$ cat src/rtl/xy_seq_monitor.sv
// xy_seq_monitor: counts and records every "x ##1 y" match on posedge clk.
// Records go to a small FIFO drained by a valid/ready consumer.
//
// Ports:
//   clk, rst          clock, synchronous active-high reset
//   x, y              sequence terms, sampled at posedge clk
//   hit               one-cycle pulse per match (latency 1)
//   hit_cnt           saturating match count since reset
//   rec_valid/ready   record FIFO handshake, rec_data = head record
//   overflow          sticky: a record was dropped on a full FIFO
//
// Build option: define XY_MON_TSTAMP_EN to record the cycle timestamp
// of each match instead of the updated match count.
module xy_seq_monitor #(
  parameter int CNT_W = 16,
  parameter int DEPTH = 4,
  parameter int TS_W  = 16
) (
  input  logic             clk,
  input  logic             rst,
  input  logic             x,
  input  logic             y,
  output logic             hit,
  output logic [CNT_W-1:0] hit_cnt,
  output logic             rec_valid,
  input  logic             rec_ready,
  output logic [TS_W-1:0]  rec_data,
  output logic             overflow
);

  localparam int AW = $clog2(DEPTH);

  typedef enum logic {
    IDLE,
    ARMED
  } state_t;

  state_t state, state_nxt;
  logic   match;

  always_ff @(posedge clk) begin
    if (rst) state <= IDLE;
    else     state <= state_nxt;
  end

  // ARMED stays armed while x holds, so x=y=1 matches every edge.
  always_comb begin
    state_nxt = state;
    match     = 1'b0;
    unique case (state)
      IDLE:  state_nxt = x ? ARMED : IDLE;
      ARMED: begin
        match     = y;
        state_nxt = x ? ARMED : IDLE;
      end
    endcase
  end

  logic [CNT_W-1:0] cnt_nxt;

  always_comb begin
    cnt_nxt = hit_cnt;
    if (match && hit_cnt != {CNT_W{1'b1}})
      cnt_nxt = hit_cnt + CNT_W'(1);
  end

  always_ff @(posedge clk) begin
    if (rst) begin
      hit     <= 1'b0;
      hit_cnt <= '0;
    end else begin
      hit     <= match;
      hit_cnt <= cnt_nxt;
    end
  end

  logic [TS_W-1:0] pay;

`ifdef XY_MON_TSTAMP_EN
  logic [TS_W-1:0] ts;

  always_ff @(posedge clk) begin
    if (rst) ts <= '0;
    else     ts <= ts + TS_W'(1);
  end

  // Timestamp of the matching edge, before this edge's increment.
  assign pay = ts;
`else
  assign pay = TS_W'(cnt_nxt);
`endif

  logic [TS_W-1:0] mem [DEPTH];
  logic [AW-1:0]   wptr, rptr;
  logic [AW:0]     count;
  logic [TS_W-1:0] last_q;
  logic            full, pop, push, drop;

  assign rec_valid = (count != '0);
  assign full      = (count == (AW+1)'(DEPTH));
  assign pop       = rec_valid && rec_ready;
  // A pop on the same edge frees the slot a full-FIFO push needs.
  assign push      = match && (!full || pop);
  assign drop      = match && full && !pop;

  // Once empty, keep showing the record that was popped last.
  assign rec_data  = rec_valid ? mem[rptr] : last_q;

  always_ff @(posedge clk) begin
    if (push) mem[wptr] <= pay;
  end

  always_ff @(posedge clk) begin
    if (rst) begin
      wptr     <= '0;
      rptr     <= '0;
      count    <= '0;
      last_q   <= '0;
      overflow <= 1'b0;
    end else begin
      if (push) wptr <= wptr + AW'(1);
      if (pop) begin
        rptr   <= rptr + AW'(1);
        last_q <= mem[rptr];
      end
      count <= count + (AW+1)'(push) - (AW+1)'(pop);
      if (drop) overflow <= 1'b1;
    end
  end

endmodule

$ cat config.mk
export PLATFORM = sky130hd
export DESIGN_NAME = xy_seq_monitor
export DESIGN_NICKNAME = d
export VERILOG_FILES = /design/src/rtl/xy_seq_monitor.sv
export SDC_FILE = /design/constraint.sdc
export NUM_CORES = 1
export LEC_CHECK = 0
export BUFFER_PORTS_ARGS = -buffer_cell sky130_fd_sc_hd__buf_2
export CAP_MARGIN = 20
export CORE_MARGIN = 4
export CORE_UTILIZATION = 55
export CTS_BUF_LIST = sky130_fd_sc_hd__clkbuf_16
export DETAILED_ROUTE_END_ITERATION = 12
export PLACE_DENSITY = 0.77
export SETUP_SLACK_MARGIN = 0.3
export SLEW_MARGIN = 10
export SYNTH_ARGS = -nofsm -noshare
export SYNTH_HDL_FRONTEND = slang
export SYNTH_SLANG_ARGS = --single-unit
$ cat constraint.sdc
create_clock -name clk -period 3.9 [get_ports clk]
set_input_delay 0.39 -clock clk [delete_from_list [all_inputs] [get_ports clk]]
set_output_delay 0.39 -clock clk [all_outputs]
set_load 0.005 [all_outputs]
Yosys cells after proc, flatten, opt, wreduce, memory -nomap -nowiden. Memory sizes are Yosys's and may differ from the RTL's. A register that Yosys moved wholly into a read port is not among the register bits. Index checks and enable logic that the tools add are counted.

Register bits: 42. RAM bits: 64. Input port bits: 5. Output and inout bits: 35. Logic and storage cells: 33. Memories: 1.

Add/subtract/negate cells: 5. Eq/ne operators: 2. Muxes and demuxes: 8. Reduce and logical (&&, ||, !) cells: 9.

Memory list: mem (depth 4, width 16, rd ports 1, clocked after memory_dff 1, write ports 1, line 93) `logic [TS_W-1:0] mem [DEPTH];`.

Operators by type and width (number): two-way mux 16 bit (2); adder 16 x 1 -> 16 bit (second input constant) (1); != test 16 bit (second input constant) (1); logical AND 1 bit (5); adder 2 x 1 -> 2 bit (second input constant) (2); two-way mux 1 bit (4); two-way mux 2 bit (2); adder 3 x 1 -> 3 bit (1); == test 3 bit (second input constant) (1); nonzero test 3 bit (1); subtractor 3 x 1 -> 3 bit (1); logical NOT 1 bit (2); logical OR 1 bit (1).

Longest topological paths before layout. Gate-level depths: netlist of run 1.

Depth after elaboration: 6. Mapped depth: 13. Gate-level depth less buffers: 11.

Worst setup path after synthesis of run 1. No wires, ideal clock.

Path type: register to register. From: reg count[1]. To: reg count[2]. Setup time: 128 ps. Data arrival time: 2521 ps. Data required time: 3772 ps. Setup slack: 1251 ps. Cell stages (with the launch flop): 14. Buffers on the path: 2. Clock period less this slack: 2649 ps. Cells stage by stage: dfxtp_1 -> or3_1 -> buf_2 -> nand2_1 -> inv_2 -> clkbuf_1 -> ha_1 -> inv_1 -> ha_1 -> inv_1 -> fa_1 -> xor2_1 -> xnor2_1 -> nor2_1.

Longest elaborated chain between the ends: 6. Elaborated cells between the ends (all ways): 8. Classes of those cells: add/sub (2); eq/ne (1); reduce/logical (5).

RTL lines: start, declared (line 95) `logic [AW:0] count;`; start signal, assigned (line 126) `count <= count + (AW+1)'(push) - (AW+1)'(pop);`; nonzero test 3 bit (*) (line 99) `assign rec_valid = (count != '0);`; logical AND 1 bit (*) (line 101) `assign pop = rec_valid && rec_ready;`; net pop (line 97) `logic full, pop, push, drop;`; logical OR 1 bit (line 103) `assign push = match && (!full || pop);`; logical AND 1 bit (line 103); adder 3 x 1 -> 3 bit (line 126); subtractor 3 x 1 -> 3 bit (*) (line 126).

Mark *: on every way through the listed nets, which the timed path passes. The rest lies on a longest branch. A chain may end at the register's enable or synchronous reset.

Worst setup path in the final report of run 1.
From: reg count[1]. To: reg count[2].

Longest elaborated chain between the ends: 6. Elaborated cells between the ends (all ways): 8. Classes of those cells: add/sub (2); eq/ne (1); reduce/logical (5).

RTL lines (line): == test 3 bit or nonzero test 3 bit (tied branches) (100, 99); logical NOT 1 bit or logical AND 1 bit (tied branches) (103, 101); logical OR 1 bit (103); logical AND 1 bit (103); adder 3 x 1 -> 3 bit (126); subtractor 3 x 1 -> 3 bit (*) (126).

Every way passes the cells marked *; elsewhere a longest branch is shown, timed or not.

==> flow_summary.yaml, run 1 <==
outcome:
  status: "complete, no violations"
clocking:
  cts_tree: "done"
  cts_buffers: 9
  h-tree-depth: 3
  clkTransAtPathRegs_ns: 0.07
  cts_hold_buf: 0
  cts_buffer_depth: 2
  postCtsSetupRepairBufs: 0
  clk_latency_ns: 0.34
  post_cts_resize_count: 0
  cts.sinks: 108
  cts-root-buf: "clkbuf_16"
setup_path:
  cp_slowest_cell: "or3_1"
  critical_path_depth: 12
  critPathTopFamily: "simple AND/OR/NAND/NOR gates"
  critPathCapture: "count[2]$_SDFF_PP0_"
  r2r_cells: 12
  crit_path_end_kind: "flop"
  rr_endpoint: "count[2]$_SDFF_PP0_"
  path_cells: "or3_1 > nand2_1 > buf_4 > inv_2 > ha_1 > inv_1 > ha_1 > inv_1 > fa_1 > xor2_1 > xnor2_1 > nor2_1"
  arrival_ns: 3.25
  rr_startpoint: "count[1]$_SDFF_PP0_"
  cp.required_ns: 4.09
  worstPathMaxFanout: 19
  timing.critical_path.buf_inv: 4
  critical_path.startpoint: "count[1]$_SDFF_PP0_"
  cpPeakStageDelay_ns: 0.68
  reg2reg_slack_ns: 0.84
  critical_path_class: "reg2reg"
  worstSetupStartpointType: "flop"
sta:
  final_hold_viol_count: 0
  tns_ns: 0
  period_minus_slack_ns: 3.06
  rsz0062_at_grt: "no"
  final_max_slew_viol_count: 0
  max_freq_mhz: 327
  tightest_slew_ns: 0.904
  period_share_pct: 78.4
  slew_headroom_pct: 39.7
  holdWs_ns: 0.256
  clock_skew_ns: 0.00703
  finalSetupViolCount: 0
yosys:
  ys_warn_count: 0
  syn_area_per_cell_um2: 13.3
  synth_cells: 343
  post-synth-top-count-cell: "edfxtp_1"
  ys.flop_type: "edfxtp_1"
  ys_ff_latch: 108
  synth_edf_count: 64
  ys_async_sr_fraction_pct: 0
  synth_commonest_cells: "edfxtp_1 (64), nand2_1 (46), dfxtp_1 (44)"
  synth-seq-area-share_pct: 61.4
  synth.area.top_cells: "edfxtp_1 (42%), dfxtp_1 (19%), mux4_2 (7.9%)"
  yosysUniqueCellTypes: 40
  synth_nets: 356
  yosys.area.top_type: "edfxtp_1"
  netlist_area_mm2: 0.00457
  yosysTopAreaCellShare_pct: 42.1
layout:
  diodes: 0
  nets: 392
  drive_above_1_share_pct: 25.3
  areaGrowthSynthToFinish_pct: 12.3
pwr:
  peakVddDrop_mv: 0.298
  power-per-cell-area_mw_per_mm2: 563
  leakagePower_nw: 1.99
detailed_routing:
  antenna_left: 0
  vias: 2705
  routedWlPerCell_um: 17.1
  vias_per_cell: 5.57
  drt_iter0_drc: 123
  drtPass1Iterations: 4
  wl_mm: 8.32
  drc: 0
placed_design:
  numPortBuffers: 39
  dp_hpwl_mm: 5.43
  gp_congestion: 0.794
floorplan:
  core-area_mm2: 0.00789
  io_pins: 40
  dieWidth_um: 99.1
  fp.dieH_um: 99.1
  dieArea_mm2: 0.00982
  initial_core_util_pct: 57.9
  rows: 32
grt:
  antenna_found_initial: 0
  track_usage_pct: 18.0
  grt_pass1_wl_mm: 13.6
  grt_pass1_vias: 2637
  grt_max_degree: 52
  grt_overflow_total: 0
flow_run:
  cap_violations: 0
hold_path:
  hold_class: "in2reg"
## cell type report
class	instances	area (um^2)
sequential	108	2800
clock inverter	7	67.6
clock buffer	9	225
multi-input combinational	211	1670
fill	570	2760
timing repair buffer	41	210
inverter	8	30.0
tap	102	128
## layout by cell type, fill, tap and decap left out, types with 4 or more instances in the layout
master and count:
edfxtp_1 64, nand2_1 46, dfxtp_1 44, buf_2 39, a21oi_1 22, nor2_1 21, mux2_2 18, mux4_2 16
nor2b_1 11, inv_1 9, xor2_1 9, clkbuf_16 9, mux2_1 8, ha_1 7, nor3_1 6, nand4_1 5
nor4_2 5, and2_1 4
## power by group
| part | internal [mW] | leakage (nW) | switching, mW | total, mW |
|---|---|---|---|---|
| Combinational | 0.352 | 0.819 | 0.326 | 0.678 |
| Clock | 0.497 | 0.149 | 0.390 | 0.887 |
| Sequential | 1.27 | 1.03 | 0.0523 | 1.32 |
## registers in the layout, summed over array words and instances, names as in the netlist, named ones only
signal,flops
mem,64
hit_cnt,16
last_q,16
count,3
rptr,2
wptr,2
hit,1
overflow,1
state,1
## worst min path at each step
stage,startpoint,end,slack [ns],cells past startpoint
after CTS,x,state$_SDFF_PP0_,0.24,2
final,x,state$_SDFF_PP0_,0.26,2
after global routing,x,state$_SDFF_PP0_,0.26,2
after detailed placement,last_q[15]$_SDFFE_PP0N_,last_q[15]$_SDFFE_PP0N_,0.45,2
after global placement,last_q[15]$_SDFFE_PP0N_,last_q[15]$_SDFFE_PP0N_,0.44,2
after floorplan,last_q[0]$_SDFFE_PP0N_,last_q[0]$_SDFFE_PP0N_,0.43,2
## metrics by stage
stage / area, um^2 / utilization [%] / setup WS [ns] / cells / power [mW]
3_3_place_gp: 4840 / 61.3 / 0.937 / 470 / 2.02
4_1_cts: 5130 / 65.0 / 0.809 / 486 / 2.92
2_1_floorplan: 4570 / - / 1.25 / 343 / 1.84
6_report: 5130 / 65.0 / 0.843 / 486 / 2.89
5_1_grt: 5130 / 65.0 / 0.629 / 486 / 3.05
3_5_place_dp: 4840 / 61.3 / 0.822 / 470 / 2.04
## logic make-up after synthesis
logic type	share of synthesized area [%]
multiplexers	14.5
AO/OA/AOI/OAI	3.84
AND/OR/NAND/NOR	13.5
adder cells (fa/ha/maj)	2.36
XOR/XNOR	2.30
buffers and inverters	2.14
flip-flops	61.4
## routing by layer
layer  vias up  track usage, %  wire (um)
li1       1323               -          -
met1      1318            26.1       3960
met2        62            27.1       3990
met3         2            4.77        320
met4         0            4.73         44
met5         -               0          0
(Power assumes the default switching activity.)
==> run 2: changes to the inputs <==
--- a/config.mk
+++ b/config.mk
@@ -8,10 +8,10 @@
 export BUFFER_PORTS_ARGS = -buffer_cell sky130_fd_sc_hd__buf_2
 export CAP_MARGIN = 20
 export CORE_MARGIN = 4
-export CORE_UTILIZATION = 55
+export CORE_UTILIZATION = 53
 export CTS_BUF_LIST = sky130_fd_sc_hd__clkbuf_16
 export DETAILED_ROUTE_END_ITERATION = 12
-export PLACE_DENSITY = 0.77
+export PLACE_DENSITY = 0.78
 export SETUP_SLACK_MARGIN = 0.3
 export SLEW_MARGIN = 10
 export SYNTH_ARGS = -nofsm -noshare
==> constraint.sdc (replaced) <==
create_clock -name clk -period 2.8 [get_ports clk]
set_input_delay 0.28 -clock clk [delete_from_list [all_inputs] [get_ports clk]]
set_output_delay 0.28 -clock clk [all_outputs]
set_load 0.005 [all_outputs]
==> flow_summary.yaml, run 2 (synthesized netlist as in run 1, its figures left out) <==
sta:
  tightest_slew_ns: 0.919
  clock_skew_ns: 0.00696
  period_minus_slack_ns: 2.36
  final_max_slew_viol_count: 0
  slew_headroom_pct: 38.7
  final_hold_viol_count: 0
  max_freq_mhz: 424
  tns_ns: 0
  rsz0062_at_grt: "no"
  setup_ws_ns: 0.443
  finalSetupViolCount: 0
  period_share_pct: 84.2
floorplan:
  rows: 33
  io_pins: 40
  dieArea_mm2: 0.0102
  fp.dieH_um: 101
  core-area_mm2: 0.00830
  dieWidth_um: 101
  initial_core_util_pct: 55.0
grt:
  antenna_found_initial: 0
  grt_pass1_wl_mm: 13.9
  grt_max_degree: 52
  grt_overflow_total: 0
  globalRouteMet1Util_pct: 24.4
  met2_usage_pct: 27.9
  track_usage_pct: 18.0
  met3_usage_pct: 4.15
  top_usage_layer: "met2"
  grt_pass1_vias: 2734
pwr:
  combPwrFrac_pct: 26.0
  pwr-share-seq_pct: 45.4
  leakagePower_nw: 1.98
  power.switching_mw: 1.12
  sw_frac_of_total_pct: 27.7
  clockPowerShare_pct: 28.7
  power-per-cell-area_mw_per_mm2: 779
  p_int_mw: 2.93
  peakVddDrop_mv: 0.316
  p_total_mw: 4.05
setup_path:
  critical_path.startpoint: "count[1]$_SDFF_PP0_"
  rr_startpoint: "count[1]$_SDFF_PP0_"
  cp.required_ns: 2.99
  arrival_ns: 2.55
  worstPathMaxFanout: 19
  rr_endpoint: "count[2]$_SDFF_PP0_"
  r2r_cells: 11
  worstSetupStartpointType: "flop"
  critPathCapture: "count[2]$_SDFF_PP0_"
  reg2reg_slack_ns: 0.44
  crit_path_end_kind: "flop"
  critical_path_class: "reg2reg"
layout:
  largest_register_ffs: 64
  largest-register: "mem"
  areaGrowthSynthToFinish_pct: 13.8
  final_common_cell: "edfxtp_1"
  drive_above_1_share_pct: 27.8
  instances_no_fill: 497
  nets: 400
  utilization_pct: 62.6
  diodes: 0
  mostFrequentLayoutCells: "edfxtp_1 (64), nand2_1 (45), dfxtp_1 (43), buf_2 (39), a21oi_1 (22)"
  largestRegisters: "mem (64), hit_cnt (16), last_q (16)"
placed_design:
  place_worst_setup_slack_ns: 0.236
  post-place-cells: 480
  numPortBuffers: 39
  gp_congestion: 0.759
  dp_hpwl_mm: 5.59
clocking:
  cts_buffers: 9
  cts_buffer_depth: 2
  clk_latency_ns: 0.34
  clkTransAtPathRegs_ns: 0.07
  cts.sinks: 108
  cts-root-buf: "clkbuf_16"
  h-tree-depth: 3
  cts_tree: "done"
  cts_hold_buf: 0
flow_run:
  cap_violations: 0
detailed_routing:
  vias: 2763
  drc: 0
  drt_iter0_drc: 154
  wl_mm: 8.42
  antenna_left: 0
  routedWlPerCell_um: 16.9
  vias_per_cell: 5.56
  drtPass1Iterations: 4
outcome:
  status: "complete, no violations"
hold_path:
  hold_class: "in2reg"
  hold_path_depth: 2
run 2: stage by stage:
stage,area (um^2),hold slack [ns]
floorplan,4580,0.408
detailed placement,4900,0.444
CTS,5190,0.137
finish,5190,0.146
global route,5190,0.174
global placement,4900,0.439
run 2: critical path, stage by stage (launching register included):
cell and delay [ns]:
dfxtp_2 0.35, or3_1 0.41, nand2_4 0.10, inv_4 0.09
ha_1 0.28, inv_1 0.06, ha_1 0.13, inv_1 0.05
fa_1 0.37, xor2_1 0.19, xnor2_1 0.14, nor2_1 0.05
run 2: final cells by class:
| class | count | area, um^2 |
|---|---|---|
| fill | 643 | 3110 |
| sequential | 108 | 2800 |
| multi-input combinational | 211 | 1680 |
| timing repair buffer | 49 | 270 |
| clock buffer | 9 | 225 |
| tap | 105 | 131 |
| clock inverter | 7 | 48.8 |
| inverter | 8 | 32.5 |
run 2: power by group through the flow:
stage          Combinational [mW]  Clock (mW)  Sequential, mW
2_1_floorplan               0.729           0            1.85
6_report                     1.05        1.16            1.84
4_1_cts                      1.07        1.18            1.83
5_1_grt                      1.16        1.26            1.85
3_3_place_gp                 1.03           0            1.86
3_5_place_dp                 1.04           0            1.87
run 2: repair_timing:
action	CTS	global route
setup endpoints to repair	1	1
buffers inserted	1	0
pin swaps	1	0
gates resized for setup	2	2
run 2: per-layer routing:
metal	wire (um)	vias to the layer above
met4	172	0
met2	4070	69
met3	416	14
met5	0	-
met1	3760	1346
li1	-	1334
run 2: worst min path at each step:
stage,from,to,slack (ns)
finish,x,state$_SDFF_PP0_,0.15
global route,x,state$_SDFF_PP0_,0.17
CTS,x,state$_SDFF_PP0_,0.14
detailed placement,last_q[13]$_SDFFE_PP0N_,last_q[13]$_SDFFE_PP0N_,0.44
global placement,last_q[4]$_SDFFE_PP0N_,last_q[4]$_SDFFE_PP0N_,0.44
floorplan,x,state$_SDFF_PP0_,0.41
==> run 3: changes to the inputs <==
--- a/config.mk
+++ b/config.mk
@@ -8,10 +8,10 @@
 export BUFFER_PORTS_ARGS = -buffer_cell sky130_fd_sc_hd__buf_2
 export CAP_MARGIN = 20
 export CORE_MARGIN = 4
-export CORE_UTILIZATION = 53
+export CORE_UTILIZATION = 55
 export CTS_BUF_LIST = sky130_fd_sc_hd__clkbuf_16
 export DETAILED_ROUTE_END_ITERATION = 12
-export PLACE_DENSITY = 0.78
+export PLACE_DENSITY = 0.77
 export SETUP_SLACK_MARGIN = 0.3
 export SLEW_MARGIN = 10
 export SYNTH_ARGS = -nofsm -noshare
==> constraint.sdc (replaced) <==
create_clock -name clk -period 2.25 [get_ports clk]
set_input_delay 0.225 -clock clk [delete_from_list [all_inputs] [get_ports clk]]
set_output_delay 0.225 -clock clk [all_outputs]
set_load 0.005 [all_outputs]
==> flow_summary.yaml, run 3 (synthesized netlist as in run 1, its figures left out) <==
detailed_routing:
  drc: 0
  vias_per_cell: 5.73
  routedWlPerCell_um: 18.5
  drtPass1Iterations: 5
  antenna_left: 0
  drt_iter0_drc: 162
  vias: 2941
  wl_mm: 9.51
layout:
  largest_register_ffs: 64
  areaGrowthSynthToFinish_pct: 24.9
  diodes: 0
  nets: 419
  largest-register: "mem"
  n_fill_cell: 523
  drive_above_1_share_pct: 38.2
  final_common_cell: "edfxtp_1"
  mostFrequentLayoutCells: "edfxtp_1 (64), nand2_1 (43), dfxtp_1 (32), buf_2 (28), buf_4 (27)"
  largestRegisters: "mem (64), hit_cnt (16), last_q (16)"
  instances_no_fill: 513
pwr:
  p_total_mw: 5.71
  power-per-cell-area_mw_per_mm2: 1000
  peakVddDrop_mv: 0.411
  clockPowerShare_pct: 27.0
  sw_frac_of_total_pct: 27.0
  power.switching_mw: 1.54
  leakagePower_nw: 2.22
  pwr-share-seq_pct: 40.9
  p_int_mw: 4.17
  combPwrFrac_pct: 32.1
hold_path:
  hold_path_depth: 2
  holdPathEnd: "state$_SDFF_PP0_"
  hold_class: "in2reg"
  hp-start: "x"
clocking:
  cts-root-buf: "clkbuf_16"
  cts_buffer_depth: 2
  h-tree-depth: 3
  cts_hold_buf: 0
  cts_buffers: 9
  clkTransAtPathRegs_ns: 0.07
  clk_latency_ns: 0.34
  cts.sinks: 108
  cts_tree: "done"
setup_path:
  rr_endpoint: "count[2]$_SDFF_PP0_"
  r2r_cells: 11
  worstPathMaxFanout: 3
  critPathTopFamily: "adder cells"
  reg2reg_slack_ns: 0.1
  rr_startpoint: "count[0]$_SDFF_PP0_"
  path_cells: "or3_4 > nand2_8 > inv_12 > ha_4 > inv_2 > ha_4 > inv_2 > fa_2 > xor2_2 > xnor2_1 > nor2_1"
  critical_path_class: "reg2reg"
  arrival_ns: 2.38
  timing.critical_path.buf_inv: 3
  cp.required_ns: 2.48
  cp_slowest_cell: "or3_4"
  cpPeakStageDelay_ns: 0.41
  worstSetupStartpointType: "flop"
  crit_path_end_kind: "flop"
outcome:
  status: "complete, no violations"
flow_run:
  cap_violations: 0
grt:
  antenna_found_initial: 0
  grt_pass1_wl_mm: 15.4
  grt_overflow_total: 0
  grt_max_degree: 27
  track_usage_pct: 20.4
  grt_pass1_vias: 2899
sta:
  finalSetupViolCount: 0
  period_share_pct: 95.7
  rsz0062_at_grt: "yes"
  period_minus_slack_ns: 2.15
  final_hold_viol_count: 0
  clock_skew_ns: 0.00896
  slew_headroom_pct: 70.3
  final_max_slew_viol_count: 0
  max_freq_mhz: 464
  tightest_slew_ns: 0.446
floorplan:
  io_pins: 40
  initial_core_util_pct: 57.9
  dieArea_mm2: 0.00982
  core-area_mm2: 0.00789
  rows: 32
  dieWidth_um: 99.1
  fp.dieH_um: 99.1
placed_design:
  dp_hpwl_mm: 5.75
  gp_congestion: 0.853
  post-place-cells: 482
  numPortBuffers: 39
## run 3: final cells by class
cell class	instances	area [um^2]	area share [%]
clock inverters	7	67.6	1.18
clock buffers	9	225	3.95
multi-input cells	211	1900	33.4
flip-flops and latches	108	2820	49.5
well taps	102	128	2.24
inverters	8	42.5	0.746
repair buffers	68	514	9.02
## run 3: what timing repair did
action                                  in CTS  in global routing
setup buffers                                5                  9
resized for setup                           28                 34
pin swaps                                    7                 11
cloned                                       1                  0
endpoints found under the setup margin      62                 67
## run 3: through the flow
step | utilization, % | TNS, ns | hold WS (ns) | setup slack (ns) | cell area [um^2]
2_1_floorplan | - | -0.0642 | 0.353 | -0.0642 | 4640
3_5_place_dp | 63.3 | -0.163 | 0.441 | -0.163 | 4990
4_1_cts | 69.4 | 0 | 0.0814 | 0.0778 | 5480
3_3_place_gp | 63.3 | 0 | 0.439 | 0.0806 | 4990
5_1_grt | 72.3 | 0 | 0.0936 | 0.0290 | 5700
6_report | 72.3 | 0 | 0.0903 | 0.0968 | 5700
## run 3: power groups by stage
stage / logic, mW / registers [mW] / clock network (mW)
final: 1.83 / 2.34 / 1.54
after global routing: 1.99 / 2.35 / 1.66
after CTS: 1.61 / 2.33 / 1.58
after detailed placement: 1.38 / 2.35 / 0
after global placement: 1.36 / 2.33 / 0
after floorplan: 0.975 / 2.31 / 0
## run 3: metal layers
layer | vias up | global-route usage [%] | wire length, um
met2 | 82 | 31.9 | 4610
met5 | - | 0 | 0
met4 | 0 | 7.56 | 138
li1 | 1376 | - | -
met1 | 1470 | 29.0 | 4290
met3 | 13 | 3.30 | 477
## run 3: worst max-delay path by stage
stage	cells after the start	slack (ns)	start	endpoint
floorplan	13	-0.06	count[2]$_SDFF_PP0_	count[2]$_SDFF_PP0_
global placement	11	0.08	count[2]$_SDFF_PP0_	count[2]$_SDFF_PP0_
detailed placement	11	-0.16	count[1]$_SDFF_PP0_	count[2]$_SDFF_PP0_
CTS	11	0.08	count[0]$_SDFF_PP0_	count[2]$_SDFF_PP0_
global route	11	0.03	count[0]$_SDFF_PP0_	count[2]$_SDFF_PP0_
finish	11	0.1	count[0]$_SDFF_PP0_	count[2]$_SDFF_PP0_
